===== config.mk =====
export PLATFORM = sky130hd
export DESIGN_NAME = mmio_store_sink
export DESIGN_NICKNAME = d
export VERILOG_FILES = /design/src/rtl/mmio_sink_pkg.sv /design/src/rtl/mmio_store_sink_fifo.sv /design/src/rtl/mmio_store_sink.sv
export SDC_FILE = /design/constraint.sdc
export NUM_CORES = 1
export LEC_CHECK = 0
export BUFFER_PORTS_ARGS = -buffer_cell sky130_fd_sc_hd__buf_2
export CORE_MARGIN = 5
export CORE_UTILIZATION = 60
export CTS_CLUSTER_SIZE = 10
export DETAILED_ROUTE_END_ITERATION = 10
export MAX_ROUTING_LAYER = met4
export PLACE_DENSITY_LB_ADDON = 0.1
export SYNTH_ARGS = -nofsm -noshare
export SYNTH_HDL_FRONTEND = slang
export SYNTH_SLANG_ARGS = --single-unit

===== constraint.sdc =====
create_clock -name clk -period 11.72 [get_ports clk]
set_input_delay 1.758 -clock clk [delete_from_list [all_inputs] [get_ports clk]]
set_output_delay 1.758 -clock clk [all_outputs]
set_load 0.01 [all_outputs]

===== src/rtl/mmio_sink_pkg.sv =====
// mmio_sink_pkg: shared constants for the memory-mapped store sink.
//   OFF_DATA / OFF_CTRL  - word offsets (addr[3:2]) inside the 16-byte window
//   CTRL_CLR_OVF / CTRL_FLUSH - bit positions in a CTRL store's data word
//   DEFAULT_BASE_ADDR    - window base used when the top is not overridden
package mmio_sink_pkg;

    localparam logic [1:0]  OFF_DATA          = 2'd0;
    localparam logic [1:0]  OFF_CTRL          = 2'd1;

    localparam int          CTRL_CLR_OVF      = 0;
    localparam int          CTRL_FLUSH        = 1;

    localparam logic [31:0] DEFAULT_BASE_ADDR = 32'h0000_0400;

endpackage


===== src/rtl/mmio_store_sink_fifo.sv =====
// sync_fifo: single-clock FIFO with explicit occupancy counter.
//   clk, areset       - clock, asynchronous active-high reset
//   push, wdata       - write request and its data (dropped if full and no pop)
//   pop               - read request (ignored while empty)
//   flush             - return pointers and count to zero; beats push/pop
//   full, empty       - occupancy flags
//   count             - number of stored entries, 0..DEPTH
//   head              - entry at the read pointer (combinational read)
module sync_fifo #(
    parameter int WIDTH = 32,
    parameter int DEPTH = 8
) (
    input  logic                     clk,
    input  logic                     areset,
    input  logic                     push,
    input  logic [WIDTH-1:0]         wdata,
    input  logic                     pop,
    input  logic                     flush,
    output logic                     full,
    output logic                     empty,
    output logic [$clog2(DEPTH):0]   count,
    output logic [WIDTH-1:0]         head
);

    localparam int PTR_W = $clog2(DEPTH);
    localparam int CNT_W = PTR_W + 1;

    logic [WIDTH-1:0] mem_reg [DEPTH];
    logic [PTR_W-1:0] rd_ptr_reg, rd_ptr_next;
    logic [PTR_W-1:0] wr_ptr_reg, wr_ptr_next;
    logic [CNT_W-1:0] count_reg, count_next;

    logic do_pop;
    logic do_push;

    assign full  = (count_reg == CNT_W'(DEPTH));
    assign empty = (count_reg == '0);
    assign count = count_reg;
    assign head  = mem_reg[rd_ptr_reg];

    // A push into a full FIFO is still accepted when the head leaves in the
    // same cycle, so the slot being freed is reused immediately.
    assign do_pop  = pop && !empty && !flush;
    assign do_push = push && (!full || do_pop) && !flush;

    always_comb begin
        rd_ptr_next = rd_ptr_reg;
        wr_ptr_next = wr_ptr_reg;
        count_next  = count_reg;
        if (flush) begin
            rd_ptr_next = '0;
            wr_ptr_next = '0;
            count_next  = '0;
        end else begin
            if (do_pop)
                rd_ptr_next = rd_ptr_reg + 1'b1;
            if (do_push)
                wr_ptr_next = wr_ptr_reg + 1'b1;
            if (do_push && !do_pop)
                count_next = count_reg + 1'b1;
            else if (do_pop && !do_push)
                count_next = count_reg - 1'b1;
        end
    end

    always_ff @(posedge clk or posedge areset) begin
        if (areset) begin
            rd_ptr_reg <= '0;
            wr_ptr_reg <= '0;
            count_reg  <= '0;
        end else begin
            rd_ptr_reg <= rd_ptr_next;
            wr_ptr_reg <= wr_ptr_next;
            count_reg  <= count_next;
        end
    end

    // Storage is cleared on reset so the head reads zero afterwards; a flush
    // only moves pointers and leaves old words in place.
    genvar gi;
    generate
        for (gi = 0; gi < DEPTH; gi++) begin : g_mem
            always_ff @(posedge clk or posedge areset) begin
                if (areset)
                    mem_reg[gi] <= '0;
                else if (do_push && (wr_ptr_reg == PTR_W'(gi)))
                    mem_reg[gi] <= wdata;
            end
        end
    endgenerate

endmodule


===== src/rtl/mmio_store_sink.sv =====
// mmio_store_sink: captures core stores that hit a 16-byte window into a
// FIFO drained by a valid/ready consumer. Never stalls the core.
//   clk, areset        - clock, asynchronous active-high reset
//   WE, addr, data_in  - core store port (one store per cycle)
//   m_valid, m_ready, m_data - consumer handshake on the FIFO head
//   count, full, empty - FIFO occupancy
//   overflow           - sticky: a DATA push was dropped; cleared via CTRL bit0
module mmio_store_sink
    import mmio_sink_pkg::*;
#(
    parameter int          DEPTH     = 8,
    parameter logic [31:0] BASE_ADDR = DEFAULT_BASE_ADDR
) (
    input  logic                     clk,
    input  logic                     areset,
    input  logic                     WE,
    input  logic [31:0]              addr,
    input  logic [31:0]              data_in,
    output logic                     m_valid,
    input  logic                     m_ready,
    output logic [31:0]              m_data,
    output logic [$clog2(DEPTH):0]   count,
    output logic                     full,
    output logic                     empty,
    output logic                     overflow
);

    logic       hit;
    logic [1:0] offset;
    logic       data_wr;
    logic       ctrl_wr;
    logic       pop;
    logic       flush;
    logic       clr_ovf;
    logic       drop;
    logic       overflow_reg, overflow_next;
    logic       unused_addr_lsbs;

    // Byte lane within the word is irrelevant: stores are treated as words.
    assign unused_addr_lsbs = &{1'b0, addr[1:0]};

    assign hit     = WE && (addr[31:4] == BASE_ADDR[31:4]);
    assign offset  = addr[3:2];
    assign data_wr = hit && (offset == OFF_DATA);
    assign ctrl_wr = hit && (offset == OFF_CTRL);
    assign flush   = ctrl_wr && data_in[CTRL_FLUSH];
    assign clr_ovf = ctrl_wr && data_in[CTRL_CLR_OVF];

    assign m_valid = !empty;
    assign pop     = m_valid && m_ready;

    // Dropped only when nothing leaves this cycle to make room.
    assign drop = data_wr && full && !pop;

    always_comb begin
        overflow_next = overflow_reg;
        if (clr_ovf)
            overflow_next = 1'b0;
        else if (drop)
            overflow_next = 1'b1;
    end

    always_ff @(posedge clk or posedge areset) begin
        if (areset)
            overflow_reg <= 1'b0;
        else
            overflow_reg <= overflow_next;
    end

    assign overflow = overflow_reg;

    sync_fifo #(
        .WIDTH (32),
        .DEPTH (DEPTH)
    ) u_fifo (
        .clk    (clk),
        .areset (areset),
        .push   (data_wr),
        .wdata  (data_in),
        .pop    (pop),
        .flush  (flush),
        .full   (full),
        .empty  (empty),
        .count  (count),
        .head   (m_data)
    );

endmodule


==> impl_metrics.tcl <==
set metrics [dict create \
    status "finished clean" \
    worstSkewPairLatency_ns 0.55 \
    seq_area_frac_synth 0.533 \
    htree_levels 1 \
    grt_pass1_vias 8028 \
    syn_avg_cell_area_um2 16.5 \
    rr_startpoint "u_fifo.count[0]" \
    yosysMostFrequentCell "dfrtp_1" \
    grt_max_degree 133 \
    via_per_inst 6.16 \
    setup_tns_ns 0 \
    coreArea_um2 20400 \
    critPathSlowestCell "buf_4" \
    clockBufferDepth 3 \
    drive_gt1_frac 0.598 \
    yosys_register_bits 267 \
    slew_violations 0 \
    post_cts_buffers 0 \
    met2_usage 0.411 \
    setup_violations 0 \
    p_clk_frac 0.424 \
    antenna_found_initial 1 \
    drtAntennaViolNets 0 \
    synth_top_cell_area_share 0.533 \
    path_max_fanout 44 \
    io_buffers 105 \
    wl_um 26300 \
    worstSetupStartpoint "u_fifo.rd_ptr_reg[0]" \
    synth_area_um2 12500 \
    largest_reg_flops 256 \
    postSynth.asyncResetShare 1.00 \
    rsz0062_at_grt "false" \
    synth_largest_area_cell "dfrtp_1" \
    cts-root-buf "clkbuf_16" \
    dieArea_um2 23900 \
    synth_nets 839 \
    p_sw_mw 0.450 \
    p_int_mw 1.47 \
    dpl_cell_area_um2 13200 \
    share_seq_of_total_power 0.493 \
    hold_path_class "reg -> reg" \
    detail_route.iter0.violations 335 \
    cp-start-kind "flop" \
    dp_hpwl_um 15800 \
    cts.sinks 267 \
    path_class "reg -> out" \
    vdd_drop_max_uv 141 \
    hold_viol 0 \
    synth_common_cells "267 x dfrtp_1, 226 x mux2_2, 64 x mux4_2" \
    cts_buffers 31 \
    gp_congestion 0.807 \
    dp.cells 1098 \
    first_pass_iters 4 \
    synth_enable_flop_cells 0 \
    initial_utilization 0.613 \
    io_pins 108 \
    grt_overflow 0 \
    fin_util 0.688 \
    skew_ns 0.0180 \
    p_leak_nw 7.06 \
    powerDensity_nw_per_um2 136 \
    max_freq_ghz 0.208 \
    stdcell_area_um2 14100 \
    timing.final.crit_period_ns 4.81 \
    cts_hold_buf 0 \
    met3_usage 0.0324 \
    slew_headroom 0.262 \
    chipHeight_um 155 \
    grt_pass1_wl_um 43000 \
    yosys_most_used_dff "dfrtp_1" \
    cp.required_ns 9.96 \
    tightest_slew_ns 1.10 \
    synth.area.top_cells "dfrtp_1 53%, mux2_2 20%, mux4_2 12%, mux2_4 7.2%, buf_2 0.96%" \
    grt_util_met1 0.287 \
    p_comb_frac 0.083 \
    final_nets 939 \
    final_cell_count_no_fill 1136 \
    cts_tree "yes" \
    num_vias 7001 \
    cp_cell_sequence "buf_4, mux4_2, mux2_2, buf_2" \
    swShare 0.235 \
    critical-path-max-stage-delay_ns 0.72 \
    drv_cap 0 \
    busiest_layer "met2" \
    cts_resized 0 \
    min_from "u_fifo.mem_reg[189]" \
    fin_crit_sh 0.410 \
    layout-area-overhead-vs-synth_pct 12.2 \
    path_clk_slew_ns 0.05 \
    synth_cells 761 \
    critPathCaptureType "output port" \
    routedWlPerCell_um 23.2 \
    die_w_um 155 \
    grt_use_total 0.232 \
    drc_errors 0 \
    yosysWarnings 0 \
    ys_types 42 \
    rows 52 \
    crit_arrival_ns 3.05 \
]
==> final cells by class <==
cell class              count  area (um^2)
repair buffers            114          593
well taps                 270          338
inverters                  12         52.6
clock buffers              34          797
flip-flops and latches    267         6690
clock inverters             3         22.5
fillers                  1374         6370
diodes                      1         2.50
multi-input cells         435         5560
==> final timing paths <==
check / end / slack, ns / cells past startpoint
worst max-delay path: m_data[16] / 6.91 / 4
min in group asynchronous: u_fifo.mem_reg[142] / 1.39 / 2
worst min-delay path: u_fifo.mem_reg[189] / 0.49 / 1
max in group asynchronous: u_fifo.rd_ptr_reg[0] / 8.02 / 4
worst min register to register: u_fifo.mem_reg[189] / 0.49 / 1
worst max register to register: u_fifo.count[3] / 8.62 / 9
==> power groups by stage <==
stage / Combinational, mW / Sequential, mW / Clock [mW]
after floorplan: 0.113 / 0.952 / 0
after global placement: 0.152 / 0.962 / 0
after detailed placement: 0.161 / 0.963 / 0
after CTS: 0.162 / 0.946 / 0.834
after global routing: 0.177 / 0.947 / 0.875
final: 0.159 / 0.946 / 0.814
==> critical path, delay by kind of cell (launching register included) <==
| kind | cells | cell delay (ns) |
|---|---|---|
| buffers and inverters | 2 | 0.87 |
| flip-flops | 1 | 0.69 |
| multiplexers | 2 | 0.88 |
==> cell usage in the layout, fill, tap and decap left out, types with 4 or more instances in the layout <==
cell       Yosys  layout
dfrtp_1      267     264
mux2_2       226     226
buf_2         24     105
mux4_2        64      64
mux2_4        60      60
clkbuf_16      0      31
nor2_1        11      11
inv_1         12      11
ha_1           9       9
buf_4          0       9
nor4_1         5       5
mux2_1         5       5
nand3_1        7       4
mux2i_1        4       4
==> cells by family (layout without fill, tap and decap cells) <==
kind of cell | count (synthesis) | count (layout) | share of synthesized area
AND/OR/NAND/NOR | 48 | 48 | 0.0218
flip-flops | 267 | 267 | 0.533
adder cells (fa/ha/maj) | 10 | 10 | 0.0106
AO/OA/AOI/OAI | 15 | 15 | 0.00979
multiplexers | 359 | 359 | 0.398
other | 0 | 1 | 0
XOR/XNOR | 3 | 3 | 0.00210
buffers and inverters | 59 | 163 | 0.0249
==> routing by layer <==
layer | routed length, um | part of all wire
met1 | 10800 | 0.41
met3 | 944 | 0.036
met4 | 480 | 0.018
met5 | 0 | 0
met2 | 14200 | 0.54
==> per-stage QoR <==
stage | setup slack, ns | power [mW] | hold WS (ns)
2_1_floorplan | 2.61 | 1.07 | 0.459
3_3_place_gp | 7.05 | 1.11 | 0.469
3_5_place_dp | 6.91 | 1.12 | 0.487
4_1_cts | 6.84 | 1.94 | 0.499
5_1_grt | 6.73 | 2.00 | 0.509
6_report | 6.91 | 1.92 | 0.494
Note: power is estimated with default switching activity, not from simulation.
